File: src/rtl/vga_fb_pkg.sv
// vga_fb_pkg: VGA 640x480@60 timing, RGB444 pixel layout and sync polarity shared by the frame-buffer reader.
package vga_fb_pkg;
  localparam int c_h_vis = 640;
  localparam int c_h_fp = 16;
  localparam int c_h_sync = 96;
  localparam int c_h_bp = 48;
  localparam int c_h_tot = c_h_vis + c_h_fp + c_h_sync + c_h_bp;
  localparam int c_v_vis = 480;
  localparam int c_v_fp = 10;
  localparam int c_v_sync = 2;
  localparam int c_v_bp = 33;
  localparam int c_v_tot = c_v_vis + c_v_fp + c_v_sync + c_v_bp;
  localparam int c_nb_cnt = 10;
  localparam int c_nb_rgb = 12;
  localparam int c_nb_col = 4;
  localparam int c_r_lsb = 8;
  localparam int c_g_lsb = 4;
  localparam int c_b_lsb = 0;
  localparam logic c_sync_act = 1'b0;
endpackage

File: src/rtl/vga_timing.sv
// vga_timing: h/v scan counters, raw syncs, active flag and frame/row strobes.
// VGA_FB_BORDER_EN adds the outer-ring flag used for the white border.
module vga_timing
  import vga_fb_pkg::*;
#(
  parameter int c_scale_log2 = 3,
  parameter int c_h_vis = vga_fb_pkg::c_h_vis,
  parameter int c_h_fp = vga_fb_pkg::c_h_fp,
  parameter int c_h_sync = vga_fb_pkg::c_h_sync,
  parameter int c_h_bp = vga_fb_pkg::c_h_bp,
  parameter int c_v_vis = vga_fb_pkg::c_v_vis,
  parameter int c_v_fp = vga_fb_pkg::c_v_fp,
  parameter int c_v_sync = vga_fb_pkg::c_v_sync,
  parameter int c_v_bp = vga_fb_pkg::c_v_bp
) (
  input  logic clk,
  input  logic rst_n,
  output logic [c_nb_cnt-c_scale_log2-1:0] col,
  output logic row_adv,
  output logic frame_wrap,
  output logic active,
  output logic hsync,
  output logic vsync,
  output logic sof
`ifdef VGA_FB_BORDER_EN
  ,output logic border
`endif
);
  localparam int c_ht = c_h_vis + c_h_fp + c_h_sync + c_h_bp;
  localparam int c_vt = c_v_vis + c_v_fp + c_v_sync + c_v_bp;
  logic [c_nb_cnt-1:0] hcnt_q, hcnt_d, vcnt_q, vcnt_d;
  logic h_end, v_end;
  always_comb begin
    h_end = hcnt_q == c_nb_cnt'(c_ht - 1);
    v_end = vcnt_q == c_nb_cnt'(c_vt - 1);
    hcnt_d = h_end ? '0 : hcnt_q + 1'b1;
    vcnt_d = h_end ? (v_end ? '0 : vcnt_q + 1'b1) : vcnt_q;
    col = hcnt_q[c_nb_cnt-1:c_scale_log2];
    row_adv = h_end && &vcnt_q[c_scale_log2-1:0];
    frame_wrap = h_end && v_end;
    active = hcnt_q < c_nb_cnt'(c_h_vis) && vcnt_q < c_nb_cnt'(c_v_vis);
    hsync = (hcnt_q >= c_nb_cnt'(c_h_vis + c_h_fp) && hcnt_q < c_nb_cnt'(c_h_vis + c_h_fp + c_h_sync))
          ? c_sync_act : ~c_sync_act;
    vsync = (vcnt_q >= c_nb_cnt'(c_v_vis + c_v_fp) && vcnt_q < c_nb_cnt'(c_v_vis + c_v_fp + c_v_sync))
          ? c_sync_act : ~c_sync_act;
    sof = hcnt_q == '0 && vcnt_q == '0;
`ifdef VGA_FB_BORDER_EN
    border = active && (hcnt_q == '0 || hcnt_q == c_nb_cnt'(c_h_vis - 1)
                        || vcnt_q == '0 || vcnt_q == c_nb_cnt'(c_v_vis - 1));
`endif
  end
  always_ff @(posedge clk or negedge rst_n) begin
    if (!rst_n) begin
      hcnt_q <= '0;
      vcnt_q <= '0;
    end else begin
      hcnt_q <= hcnt_d;
      vcnt_q <= vcnt_d;
    end
  end
endmodule

File: src/rtl/vga_fb_reader.sv
// vga_fb_reader: scans the frame buffer with 2^c_scale_log2 pixel replication and drives VGA pins.
// VGA_FB_BORDER_EN forces a 1-pixel white ring around the visible area.
module vga_fb_reader
  import vga_fb_pkg::*;
#(
  parameter int c_img_cols = 80,
  parameter int c_img_rows = 60,
  parameter int c_nb_img_pxls = 13,
  parameter int c_nb_buf = c_nb_rgb,
  parameter int c_scale_log2 = 3,
  parameter int c_h_vis = vga_fb_pkg::c_h_vis,
  parameter int c_h_fp = vga_fb_pkg::c_h_fp,
  parameter int c_h_sync = vga_fb_pkg::c_h_sync,
  parameter int c_h_bp = vga_fb_pkg::c_h_bp,
  parameter int c_v_vis = vga_fb_pkg::c_v_vis,
  parameter int c_v_fp = vga_fb_pkg::c_v_fp,
  parameter int c_v_sync = vga_fb_pkg::c_v_sync,
  parameter int c_v_bp = vga_fb_pkg::c_v_bp
) (
  input  logic clk,
  input  logic rst_n,
  output logic [c_nb_img_pxls-1:0] addrb,
  input  logic [c_nb_buf-1:0] doutb,
  output logic [c_nb_col-1:0] vga_red,
  output logic [c_nb_col-1:0] vga_green,
  output logic [c_nb_col-1:0] vga_blue,
  output logic vga_hsync,
  output logic vga_vsync,
  output logic visible,
  output logic frame_start
);
  logic [c_nb_cnt-c_scale_log2-1:0] col;
  logic row_adv, frame_wrap, active, hsync, vsync, sof, row_last, brd;
  logic [c_nb_img_pxls-1:0] line_base_q, line_base_d, addrb_q, addrb_d;
  logic [c_nb_buf-1:0] rgb_q, rgb_d;
  logic act1_q, hs1_q, vs1_q, sof1_q, brd1_q;
  logic vis_q, hs_q, vs_q, fs_q;
  vga_timing #(
    .c_scale_log2(c_scale_log2),
    .c_h_vis(c_h_vis), .c_h_fp(c_h_fp), .c_h_sync(c_h_sync), .c_h_bp(c_h_bp),
    .c_v_vis(c_v_vis), .c_v_fp(c_v_fp), .c_v_sync(c_v_sync), .c_v_bp(c_v_bp)
  ) u_timing (
    .clk(clk), .rst_n(rst_n), .col(col), .row_adv(row_adv), .frame_wrap(frame_wrap),
    .active(active), .hsync(hsync), .vsync(vsync), .sof(sof)
`ifdef VGA_FB_BORDER_EN
    , .border(brd)
`endif
  );
`ifndef VGA_FB_BORDER_EN
  assign brd = 1'b0;
`endif
  // line_base stops at the last stored row so blanking lines cannot push it past the image
  always_comb begin
    row_last = line_base_q == c_nb_img_pxls'((c_img_rows - 1) * c_img_cols);
    line_base_d = frame_wrap ? '0
                : (row_adv && !row_last) ? line_base_q + c_nb_img_pxls'(c_img_cols)
                : line_base_q;
    addrb_d = active ? line_base_q + c_nb_img_pxls'(col) : addrb_q;
    rgb_d = !act1_q ? '0 : brd1_q ? '1 : doutb;
  end
  always_ff @(posedge clk or negedge rst_n) begin
    if (!rst_n) begin
      line_base_q <= '0;
      addrb_q <= '0;
      rgb_q <= '0;
      act1_q <= 1'b0;
      hs1_q <= ~c_sync_act;
      vs1_q <= ~c_sync_act;
      sof1_q <= 1'b0;
      brd1_q <= 1'b0;
      vis_q <= 1'b0;
      hs_q <= ~c_sync_act;
      vs_q <= ~c_sync_act;
      fs_q <= 1'b0;
    end else begin
      line_base_q <= line_base_d;
      addrb_q <= addrb_d;
      rgb_q <= rgb_d;
      act1_q <= active;
      hs1_q <= hsync;
      vs1_q <= vsync;
      sof1_q <= sof;
      brd1_q <= brd;
      vis_q <= act1_q;
      hs_q <= hs1_q;
      vs_q <= vs1_q;
      fs_q <= sof1_q;
    end
  end
  assign addrb = addrb_q;
  assign vga_red = rgb_q[c_r_lsb +: c_nb_col];
  assign vga_green = rgb_q[c_g_lsb +: c_nb_col];
  assign vga_blue = rgb_q[c_b_lsb +: c_nb_col];
  assign vga_hsync = hs_q;
  assign vga_vsync = vs_q;
  assign visible = vis_q;
  assign frame_start = fs_q;
endmodule

File: config.mk
export PLATFORM = sky130hd
export DESIGN_NAME = vga_fb_reader
export DESIGN_NICKNAME = d
export VERILOG_FILES = /design/src/rtl/vga_fb_pkg.sv /design/src/rtl/vga_timing.sv /design/src/rtl/vga_fb_reader.sv
export SDC_FILE = /design/constraint.sdc
export NUM_CORES = 1
export LEC_CHECK = 0
export CAP_MARGIN = 40
export CORE_AREA = 2 2 82 84
export CTS_BUF_LIST = sky130_fd_sc_hd__clkbuf_8
export CTS_CLUSTER_DIAMETER = 200
export DETAILED_ROUTE_END_ITERATION = 6
export DIE_AREA = 0 0 84 86
export PLACE_DENSITY = 0.67
export SLEW_MARGIN = 20
export SYNTH_ARGS = -nofsm -noshare
export SYNTH_HDL_FRONTEND = slang
export SYNTH_HIERARCHICAL = 1
export SYNTH_SLANG_ARGS = --single-unit
File: constraint.sdc
create_clock -name clk -period 3.35 [get_ports clk]
set_input_delay 0.335 -clock clk [delete_from_list [all_inputs] [get_ports clk]]
set_output_delay 0.335 -clock clk [all_outputs]
set_load 0.01 [all_outputs]
Word level (Yosys, flattened, before mapping)
Index checks and enable logic that the tools add are counted.

storage, ports and cells
  memories = 0
  output and inout bits = 29
  bits in latches = 0
  register bits after elaboration = 66
  bits in writable memories = 0
  memory bits (read-only) = 0

operators by class
  eq/ne operators = 3
  shift operators = 0
  multiply operators = 0
  div/mod/pow operators = 0
  reduce and logical (&&, ||, !) cells = 12
  bitwise operators = 0
  order comparisons = 6
  multiplexer cells = 7
  $add $sub $neg = 4

operators by type and width
  cell                                                                    number
  13-bit two-way mux                                                      2
  10-bit by 1-bit adder with 10-bit output, second input constant         2
  10-bit == test, second input constant                                   2
  10-bit zero test                                                        2
  10-bit < comparator, second input constant                              2
  10-bit by 9-bit < comparator with 1-bit output, second input constant   2
  10-bit two-way mux                                                      2
  13-bit by 7-bit adder with 13-bit output                                1
  13-bit by 7-bit adder with 13-bit output, second input constant         1
  13-bit == test, second input constant                                   1
  12-bit two-way mux                                                      1
  10-bit >= comparator, second input constant                             1
  10-bit by 9-bit >= comparator with 1-bit output, second input constant  1
  1-bit logical AND                                                       7
  3-bit AND reduction                                                     1
  1-bit two-way mux                                                       2
  2-bit nonzero test                                                      1
  1-bit zero test                                                         1

Longest topological paths before layout
Gate-level depths: netlist of run 1.

  word-level depth = 5
  gate-level depth with buffers = 9

Hierarchy
The synthesis of run 1 kept the hierarchy.

by module, submodules not included
  module         cells an instance  seq. area each (um^2)  instances  area each (um^2)
  vga_fb_reader  146                1056.0                 1          1747.9
  vga_timing     125                500.5                  1          1189.9

Least setup slack after synthesis of run 1
OpenSTA, ideal clock, no wires.

  path kind = register to register
  start point = register u_timing.hcnt_q[5]
  end point = register line_base_q[12]
  path slack = 1.087 ns
  stages on the path, launching flop included = 8
  library setup time = 0.078 ns
  required time = 3.272 ns
  arrival = 2.185 ns
  period minus slack after synthesis = 2.263 ns
  buffers on the path = 1
  cell sequence = dfrtp_1 -> nor4b_4 -> and4_2 -> clkbuf_1 -> and2_1 -> o211ai_1 -> or3_1 -> a21oi_1

on the way
  cells in the longest elaborated chain, start to end = 4

RTL lines
  item                          RTL line             source
  start, declared               vga_timing.sv:31     logic [c_nb_cnt-1:0] hcnt_q, hcnt_d, vcnt_q, vcnt_d;
  start signal, assigned        vga_timing.sv:57     hcnt_q <= hcnt_d;
  10-bit == test                vga_timing.sv:34     h_end = hcnt_q == c_nb_cnt'(c_ht - 1);
  1-bit logical AND             vga_timing.sv:39     row_adv = h_end && &vcnt_q[c_scale_log2-1:0];
  named net row_adv             vga_fb_reader.sv:33  logic row_adv, frame_wrap, active, hsync, vsync, sof, row_last, brd;
  1-bit logical AND             vga_fb_reader.sv:56  : (row_adv && !row_last) ? line_base_q + c_nb_img_pxls'(c_img_cols)
  2-bit nonzero test (no line)  --
  end signal, assigned          vga_fb_reader.sv:76  line_base_q <= line_base_d;
  end, declared                 vga_fb_reader.sv:34  logic [c_nb_img_pxls-1:0] line_base_q, line_base_d, addrb_q, addrb_d;

The timed path passes the listed nets, and every way through them passes these cells.
A chain may end at the register's enable or synchronous reset.

Worst setup path in the final report of run 1
Ends and elaborated chain as after synthesis.

==> flow_summary.toml, run 1 <==
[outcome]
run_status = "finished clean"

[layout]
post_route_cells_drive_above_1_share = 0.1214
antenna_diode_count = 0
fin_util = 0.5649
nets = 332
growth_of_design_area_from_synthesis_to_finish_pct = 20.70

[grt]
first_global_vias = 2115
grt_max_degree = 52
track_usage = 0.1787
number_of_antenna_violations_at_the_first_check_in_global_routing = 0
grt_first_pass_wirelength_um = 10160
grtUsageMet2 = 0.2575
grt_remaining_overflow = 0
grtUsageMet3 = 0.03850
use_met1 = 0.2551
grt_busiest_layer = "met2"

[sta]
worstMarginPinSlew_ps = 631.4
final_min_period_over_clock_period = 0.7073
number_of_hold_slack_violations_in_the_final_timing_report = 0
setup-tns-final_ps = 0
clock.fmax_ghz = 0.4220
worst_slew_margin_rel = 0.5790
setup_violations = 0
fin_worst_skew_ps = 10.45
holdWs_ps = 18.97
final-max-slew-violation-count = 0
grt_setup_unrepaired = "false"
final.min_clock_period_ps = 2370

[synth]
ys_dominant_reg_cell = "sky130_fd_sc_hd__dfrtp_1"
synthCells = 271
asyncSetResetFlopFracSynth = 1.000
yosys-top-cells-count = "58 x sky130_fd_sc_hd__dfrtp_1, 16 x sky130_fd_sc_hd__nand2_1, 16 x sky130_fd_sc_hd__nor2_1, 15 x sky130_fd_sc_hd__nand3_1"
yosys.cell_count.top_type = "sky130_fd_sc_hd__dfrtp_1"
synth.yosys.seq_area_share = 0.5298
synth_largest_area_cell = "sky130_fd_sc_hd__dfrtp_1"
biggest_area_contributors_in_the_synthesized_netlist = "sky130_fd_sc_hd__dfrtp_1 49%, sky130_fd_sc_hd__ha_1 4.3%, sky130_fd_sc_hd__dfstp_2 3.6%, sky130_fd_sc_hd__xnor2_1 3.3%, sky130_fd_sc_hd__and2_1 2.8%"
synth_largest_type_area_fraction = 0.4940
synth_area_per_cell_um2 = 10.84
synthesis.nets = 295
ys.warnings.count = 6
post_synth_instance_area_um2 = 2938
number_of_flip_flops_and_latches_in_the_synthesized_netlist = 62
synth.lib_cells_used.distinct = 49
synth_enable_flop_cells = 0

[clocking]
post_cts_hold_buffer_count = 0
worstSkewPairLatency_ps = 340
htreeDepth = 3
post_cts.resized_instances = 0
ctsLongestPathBuffers = 2
cts_root_buf = "sky130_fd_sc_hd__clkbuf_8"
cts.sink_count = 62
cts_inserted_buffers = 9
clock_tree_from_tritoncts = "done"
postCtsSetupRepairBufs = 0
clk_pin_slew_worst_paths_ps = 70

[placed_design]
routabilityCongestion = 0.8379
io_buffer_count = 42
place_hpwl_um = 3903

[power_and_ir_drop]
worst_ir_drop_vdd_mv = 0.1951
power_density_nw_per_um2 = 399.0
p_leak_nw = 1.548

[detailed_routing]
detailedRoute.firstPassIterationCount = 4
wl_per_cell_um = 14.37
drtAntennaViolNets = 0
via_density_per_instance = 5.392
post_detailed_route_drc_marker_count = 0
detail_route.iter0.violations = 124
route.vias.total = 2103
totalWireLength_um = 5603

[worst_setup_path]
cp_data_arrival_time_ps = 2640
critPathKind = "reg2reg"
kind_of_start_point_of_the_critical_path = "register"
worst-endpoint-required_ps = 3620
setup.reg_to_reg.worst_slack_ps = 980
crit_fanout = 11
ff2ff_path_depth = 6
worstSetupEndpointType = "register"

[floorplanning]
chipHeight_um = 86
design.portCount = 43
total_number_of_placement_rows = 29
die_width_um = 84
initial_utilization = 0.4680
die_area_um2 = 7224
core_area_um2 = 6277

[worst_hold_path]
hold_path_class = "in2async"

[flow_run]
cap_viol_max_count = 0
flip-flops by register name, summed over array words and instances, names as in the netlist:
name / flops
frame_start: 1
act1_q: 1
hs1_q: 1
u_timing/vcnt_q: 10
addrb: 13
vga_vsync: 1
sof1_q: 1
visible: 1
rgb_q: 12
vs1_q: 1
line_base_q: 9
vga_hsync: 1
u_timing/hcnt_q: 10
worst paths after layout:
check	start	end
min in group clk	sof1_q$_DFF_PN0_	frame_start$_DFF_PN0_
max in group asynchronous	rst_n	u_timing/hcnt_q[7]$_DFF_PN0_
worst max register to register	u_timing/hcnt_q[5]$_DFF_PN0_	line_base_q[12]$_DFFE_PN0P_
worst max-delay path	u_timing/hcnt_q[5]$_DFF_PN0_	line_base_q[12]$_DFFE_PN0P_
worst min-delay path	rst_n	addrb[12]$_DFFE_PN0P_
worst min register to register	sof1_q$_DFF_PN0_	frame_start$_DFF_PN0_
per-stage QoR:
| step | cells | setup WS, ps | total power, mW | cell area [µm²] |
|---|---|---|---|---|
| 4_1_cts | 390 | 988.2 | 1.438 | 3546 |
| 6_report | 390 | 980.5 | 1.415 | 3546 |
| 5_1_grt | 390 | 759.5 | 1.474 | 3546 |
| 2_1_floorplan | 271 | 1087 | 0.7859 | 2938 |
| 3_3_place_gp | 374 | 1075 | 0.8336 | 3358 |
| 3_5_place_dp | 374 | 1018 | 0.8342 | 3361 |
cell usage in the layout (no fill, tap or decap), types with 3 or more instances in the layout:
cell / count
sky130_fd_sc_hd__a31oi_1: 6
sky130_fd_sc_hd__nor4_1: 4
sky130_fd_sc_hd__mux2_2: 6
sky130_fd_sc_hd__o21ai_0: 13
sky130_fd_sc_hd__buf_4: 3
sky130_fd_sc_hd__xor2_1: 8
sky130_fd_sc_hd__nor2_1: 16
sky130_fd_sc_hd__dfrtp_1: 58
sky130_fd_sc_hd__clkbuf_8: 11
sky130_fd_sc_hd__xnor2_1: 11
sky130_fd_sc_hd__or4_1: 7
sky130_fd_sc_hd__clkdlybuf4s50_1: 41
sky130_fd_sc_hd__nand4_1: 3
sky130_fd_sc_hd__o31ai_1: 5
sky130_fd_sc_hd__inv_1: 11
sky130_fd_sc_hd__nand2_1: 16
sky130_fd_sc_hd__ha_1: 10
sky130_fd_sc_hd__a21oi_1: 9
sky130_fd_sc_hd__nand3_1: 15
sky130_fd_sc_hd__nor3_1: 6
sky130_fd_sc_hd__or3_1: 4
sky130_fd_sc_hd__and2_1: 13
sky130_fd_sc_hd__dfstp_2: 4
worst max-delay path: stages (launching register included):
cell and delay (ps):
sky130_fd_sc_hd__dfrtp_1 510, sky130_fd_sc_hd__nor4b_4 410, sky130_fd_sc_hd__and4_2 410, sky130_fd_sc_hd__and2_1 240
sky130_fd_sc_hd__o211ai_1 190, sky130_fd_sc_hd__or3_1 390, sky130_fd_sc_hd__a21oi_1 140
cells by family after synthesis:
family / Yosys count / synth area share
XOR/XNOR: 19 / 0.05664
multiplexers: 7 / 0.02640
AO/OA/AOI/OAI: 43 / 0.09285
adder cells (fa/ha/maj): 10 / 0.04259
buffers and inverters: 29 / 0.05025
AND/OR/NAND/NOR: 100 / 0.2002
other: 1 / 0.001276
flip-flops: 62 / 0.5298
final cells by class:
| type | instances | area [µm²] |
|---|---|---|
| fillers | 533 | 2731 |
| flip-flops and latches | 62 | 1556 |
| multi-input cells | 180 | 1234 |
| repair buffers | 44 | 432.9 |
| clock buffers | 11 | 151.4 |
| well taps | 77 | 96.34 |
| inverters | 11 | 41.29 |
| clock inverters | 5 | 33.78 |
metal layers:
metal  up-vias  routed length (µm)
met4         0                  90
met5         -                   0
li1       1032                   -
met1      1001                2766
met3        11                 300
met2        59                2447
report_power, final:
group          total [mW]  switching (mW)  internal (mW)
clock network       0.596           0.289          0.307
registers           0.760         0.00244          0.757
logic              0.0589          0.0259         0.0330
total                1.41           0.318           1.10
(Power assumes the default switching activity.)
==> run 2, diff against run 1 <==
PLACE_DENSITY = 0.7   (was 0.67)
clock period = 2.05 ns   (was 3.35 ns; I/O delays follow)
==> run 2 against run 1 <==
Compared with the run above: cell count is 3.8% higher; flip-flop and latch count stayed put; core utilization is 2.3 points higher; sequential share of layout area is 1.7 points lower; critical path type unchanged; critical endpoint unchanged; largest cell class unchanged.
==> flow_summary.toml, run 2 (synthesis results as in run 1) <==
[clocking]
clock_tree_from_tritoncts = "done"
clk_pin_slew_worst_paths_ps = 70
ctsLongestPathBuffers = 2
cts_inserted_buffers = 9
htreeDepth = 3
cts.sink_count = 62
worstSkewPairLatency_ps = 340
cts_root_buf = "sky130_fd_sc_hd__clkbuf_8"

[floorplanning]
initial_utilization = 0.4680
core_area_um2 = 6277
die_width_um = 84
total_number_of_placement_rows = 29
die_area_um2 = 7224
design.portCount = 43
chipHeight_um = 86

[sta]
number_of_hold_slack_violations_in_the_final_timing_report = 0
final_min_period_over_clock_period = 0.9295
clock.fmax_ghz = 0.5248
worst_slew_margin_rel = 0.6275
setup-tns-final_ps = 0
fin_worst_skew_ps = 12.00
setup_violations = 0
grt_setup_unrepaired = "false"
worstMarginPinSlew_ps = 552.9
final-max-slew-violation-count = 0
final.min_clock_period_ps = 1905

[layout]
fillerInstances = 532
nets = 347
layout.cells.most_common = "sky130_fd_sc_hd__dfrtp_1"
growth_of_design_area_from_synthesis_to_finish_pct = 25.64
fin_util = 0.5880
largest_reg_flops = 13
mostFrequentLayoutCells = "57 x sky130_fd_sc_hd__dfrtp_1, 41 x sky130_fd_sc_hd__clkdlybuf4s50_1, 16 x sky130_fd_sc_hd__nor2_1, 16 x sky130_fd_sc_hd__nand2_1"
seq_area_um2 = 1558
multiInputGateArea_um2 = 1245
antenna_diode_count = 0
post_route_cells_drive_above_1_share = 0.1677

[detailed_routing]
via_density_per_instance = 5.279
detailedRoute.firstPassIterationCount = 4
detail_route.iter0.violations = 97
totalWireLength_um = 5747
post_detailed_route_drc_marker_count = 0
wl_per_cell_um = 14.19
drtAntennaViolNets = 0
route.vias.total = 2138

[worst_setup_path]
worst-endpoint-required_ps = 2330
kind_of_start_point_of_the_critical_path = "register"
cp_data_arrival_time_ps = 2190
worstSetupEndpointType = "register"
r2r_start = "u_timing/hcnt_q[0]$_DFF_PN0_"
critPathKind = "reg2reg"
crit_start = "u_timing/hcnt_q[0]$_DFF_PN0_"
crit_fanout = 5

[placed_design]
routabilityCongestion = 0.8019
place_hpwl_um = 3999
io_buffer_count = 42

[worst_hold_path]
hold_path_class = "reg2reg"
holdCritStartpoint = "sof1_q$_DFF_PN0_"

[grt]
grt_first_pass_wirelength_um = 9887
grt_max_degree = 63
number_of_antenna_violations_at_the_first_check_in_global_routing = 0
first_global_vias = 2139
grt_remaining_overflow = 0
track_usage = 0.1751

[power_and_ir_drop]
worst_ir_drop_vdd_mv = 0.3573
power_mw = 2.386
power_density_nw_per_um2 = 646.5
p_leak_nw = 1.636

[outcome]
run_status = "finished clean"

[flow_run]
cap_viol_max_count = 0
run 2: power breakdown:
part           leakage, nW  internal, mW  total, mW  switching, mW
clock                0.105         0.581       1.04          0.463
sequential           0.794          1.24       1.24        0.00397
combinational        0.738        0.0574      0.100         0.0431
run 2: through the flow:
stage / area [µm²] / hold WS [ps] / worst slack (ps) / instances
after floorplan: 2953 / -90.59 / 1.790 / 271
after global placement: 3481 / 245.6 / 122.9 / 388
after detailed placement: 3481 / 241.8 / 65.10 / 388
after CTS: 3684 / 357.0 / 50.28 / 405
after global routing: 3691 / 360.3 / 2.700 / 405
final: 3691 / 354.7 / 144.6 / 405
run 2: layout make-up:
| cell class | instances | area share |
|---|---|---|
| clock buffers | 10 | 0.03729 |
| clock inverters | 6 | 0.01492 |
| repair buffers | 59 | 0.1512 |
| well taps | 77 | 0.02610 |
| multi-input cells | 180 | 0.3373 |
| flip-flops and latches | 62 | 0.4220 |
| inverters | 11 | 0.01119 |
run 2: timing repair:
action,CTS,global route
endpoints found under the setup margin,0,1
buffers inserted,0,0
hold buffers,1,0
hold endpoints to repair,58,0
gates resized for setup,0,3
run 2: final timing paths:
check	endpoint	slack, ps	cells after the start
max in group asynchronous	vga_hsync$_DFF_PN1_	1330	3
worst min-delay path	frame_start$_DFF_PN0_	350	0
worst max-delay path	line_base_q[12]$_DFFE_PN0P_	140	7
worst max register to register	line_base_q[12]$_DFFE_PN0P_	140	7
min in group asynchronous	addrb[12]$_DFFE_PN0P_	380	3
worst min register to register	frame_start$_DFF_PN0_	350	0
run 2: per-layer routing:
layer  wire (µm)  GRT usage  vias to the layer above
li1            -          -                     1051
met1        2685     0.2208                     1030
met2        2717     0.2815                       49
met3         251    0.05294                        8
met4          92    0.07625                        0
met5           0          0                        -
run 2: critical path, cell delays in order, from the launching register on:
cell,delay [ps]
sky130_fd_sc_hd__dfrtp_1,400
sky130_fd_sc_hd__ha_2,210
sky130_fd_sc_hd__and3_2,230
sky130_fd_sc_hd__and4_4,230
sky130_fd_sc_hd__and2_4,160
sky130_fd_sc_hd__o211ai_1,130
sky130_fd_sc_hd__or3_1,350
sky130_fd_sc_hd__a21oi_2,130
==> run 3, diff against run 2 <==
MAX_ROUTING_LAYER = met4   (was default)
==> run 3 against run 2 <==
Compared with the run above: clock-buffer cell count is the same; global-route usage grew 0.45 points; flip-flop and latch count is the same; critical path depth is the same; worst hold slack is essentially flat; first-iteration DRC count shrank 4.1%; cell area is the same; sequential power is essentially flat; largest power group unchanged.
==> flow_summary.toml, run 3 (synthesis results as in run 1) <==
[outcome]
run_status = "finished clean"

[layout]
fin_util = 0.5880
post_route_cells_drive_above_1_share = 0.1677
largest_reg_flops = 13
antenna_diode_count = 0
final-instance-count-excl-fill = 405
layout.cells.most_common = "sky130_fd_sc_hd__dfrtp_1"
mostFrequentLayoutCells = "57 x sky130_fd_sc_hd__dfrtp_1, 41 x sky130_fd_sc_hd__clkdlybuf4s50_1, 16 x sky130_fd_sc_hd__nor2_1, 16 x sky130_fd_sc_hd__nand2_1"
finalInstanceArea_um2 = 3691
growth_of_design_area_from_synthesis_to_finish_pct = 25.64
nets = 347

[detailed_routing]
route.vias.total = 2133
totalWireLength_um = 5718
detail_route.iter0.violations = 93
post_detailed_route_drc_marker_count = 0
wl_per_cell_um = 14.12
drtAntennaViolNets = 0
via_density_per_instance = 5.267
detailedRoute.firstPassIterationCount = 4

[clocking]
postCtsSetupRepairBufs = 0
htreeDepth = 3
ctsLongestPathBuffers = 2
clk_pin_slew_worst_paths_ps = 70
clock_tree_from_tritoncts = "done"
worstSkewPairLatency_ps = 350
cts_inserted_buffers = 9
cts_root_buf = "sky130_fd_sc_hd__clkbuf_8"
cts.sink_count = 62

[sta]
setup-tns-final_ps = 0
final.min_clock_period_ps = 1908
worstMarginPinSlew_ps = 556.8
fin_worst_skew_ps = 10.88
holdWs_ps = 354.7
setup_ws_ps = 142.2
clock.fmax_ghz = 0.5242
worst_slew_margin_rel = 0.6249
grt_setup_unrepaired = "false"
number_of_hold_slack_violations_in_the_final_timing_report = 0
final-max-slew-violation-count = 0
final_min_period_over_clock_period = 0.9307
setup_violations = 0

[power_and_ir_drop]
power_density_nw_per_um2 = 646.7
power_mw = 2.387
worst_ir_drop_vdd_mv = 0.3579
p_leak_nw = 1.636

[grt]
grt_first_pass_wirelength_um = 9867
grt_remaining_overflow = 0
grt_max_degree = 63
number_of_antenna_violations_at_the_first_check_in_global_routing = 0
first_global_vias = 2138
track_usage = 0.1796

[placed_design]
io_buffer_count = 42
place_hpwl_um = 3999
routabilityCongestion = 0.8135
placed_cell_area_um2 = 3481
preCtsSetupSlack_ps = 65.10
numPlacedInstances = 388

[worst_setup_path]
worstSetupEndpointType = "register"
critPathKind = "reg2reg"
crit_chain = "ha_2, and3_2, and4_4, and2_4, o211ai_1, or3_1, a21oi_2"
worst_path_dominant_cell_family = "simple AND/OR/NAND/NOR gates"
critical_path.slowest_cell = "sky130_fd_sc_hd__dfrtp_1"
kind_of_start_point_of_the_critical_path = "register"
worst-endpoint-required_ps = 2330
critical_path.n_buffers_inverters = 0
crit_fanout = 5
timing.critical_path.slowest_cell_delay_ps = 400
cp_data_arrival_time_ps = 2190

[flow_run]
cap_viol_max_count = 0

[floorplanning]
chipHeight_um = 86
core_area_um2 = 6277
initial_utilization = 0.4680
design.portCount = 43
die_area_um2 = 7224
die_width_um = 84
total_number_of_placement_rows = 29

[worst_hold_path]
hold_path_class = "reg2reg"
run 3: what timing repair did:
item / 4_1_cts / 5_1_grt
setup endpoints to repair: 0 / 1
gates resized for setup: 0 / 3
hold buffers: 1 / 0
hold endpoints to repair: 58 / 0
run 3: worst paths after layout:
path	from	slack, ps	cells after the start	end
hold / removal	sof1_q$_DFF_PN0_	350	0	frame_start$_DFF_PN0_
setup reg to reg	u_timing/hcnt_q[0]$_DFF_PN0_	140	7	line_base_q[12]$_DFFE_PN0P_
min in group asynchronous	rst_n	390	3	rgb_q[11]$_DFF_PN0_
setup / recovery	u_timing/hcnt_q[0]$_DFF_PN0_	140	7	line_base_q[12]$_DFFE_PN0P_
max in group asynchronous	rst_n	1350	3	vga_vsync$_DFF_PN1_
hold reg to reg	sof1_q$_DFF_PN0_	350	0	frame_start$_DFF_PN0_
run 3: layout make-up:
type / count / area (µm²)
Fill cell: 532 / 2586
Multi-Input combinational cell: 180 / 1245
Timing Repair Buffer: 59 / 558.0
Clock buffer: 10 / 137.6
Clock inverter: 6 / 55.05
Sequential cell: 62 / 1558
Inverter: 11 / 41.29
Tap cell: 77 / 96.34
run 3: where the power goes:
group | total, mW | switching (mW) | leakage, nW | internal [mW]
Sequential | 1.24 | 0.00399 | 0.794 | 1.24
Clock | 1.05 | 0.464 | 0.105 | 0.581
Combinational | 0.100 | 0.0428 | 0.738 | 0.0574
run 3: worst reg2reg max path, cell delays in order, from the launching register on:
cell	delay (ps)
sky130_fd_sc_hd__dfrtp_1	400
sky130_fd_sc_hd__ha_2	210
sky130_fd_sc_hd__and3_2	230
sky130_fd_sc_hd__and4_4	230
sky130_fd_sc_hd__and2_4	160
sky130_fd_sc_hd__o211ai_1	130
sky130_fd_sc_hd__or3_1	350
sky130_fd_sc_hd__a21oi_2	130
run 3: per-layer routing:
layer  vias up  share of wire  global-route usage
li1       1052              -                   -
met4         0          0.014             0.07625
met5         -              0                   -
met1      1027           0.47              0.2202
met3         7          0.047             0.05005
met2        47           0.47              0.2815
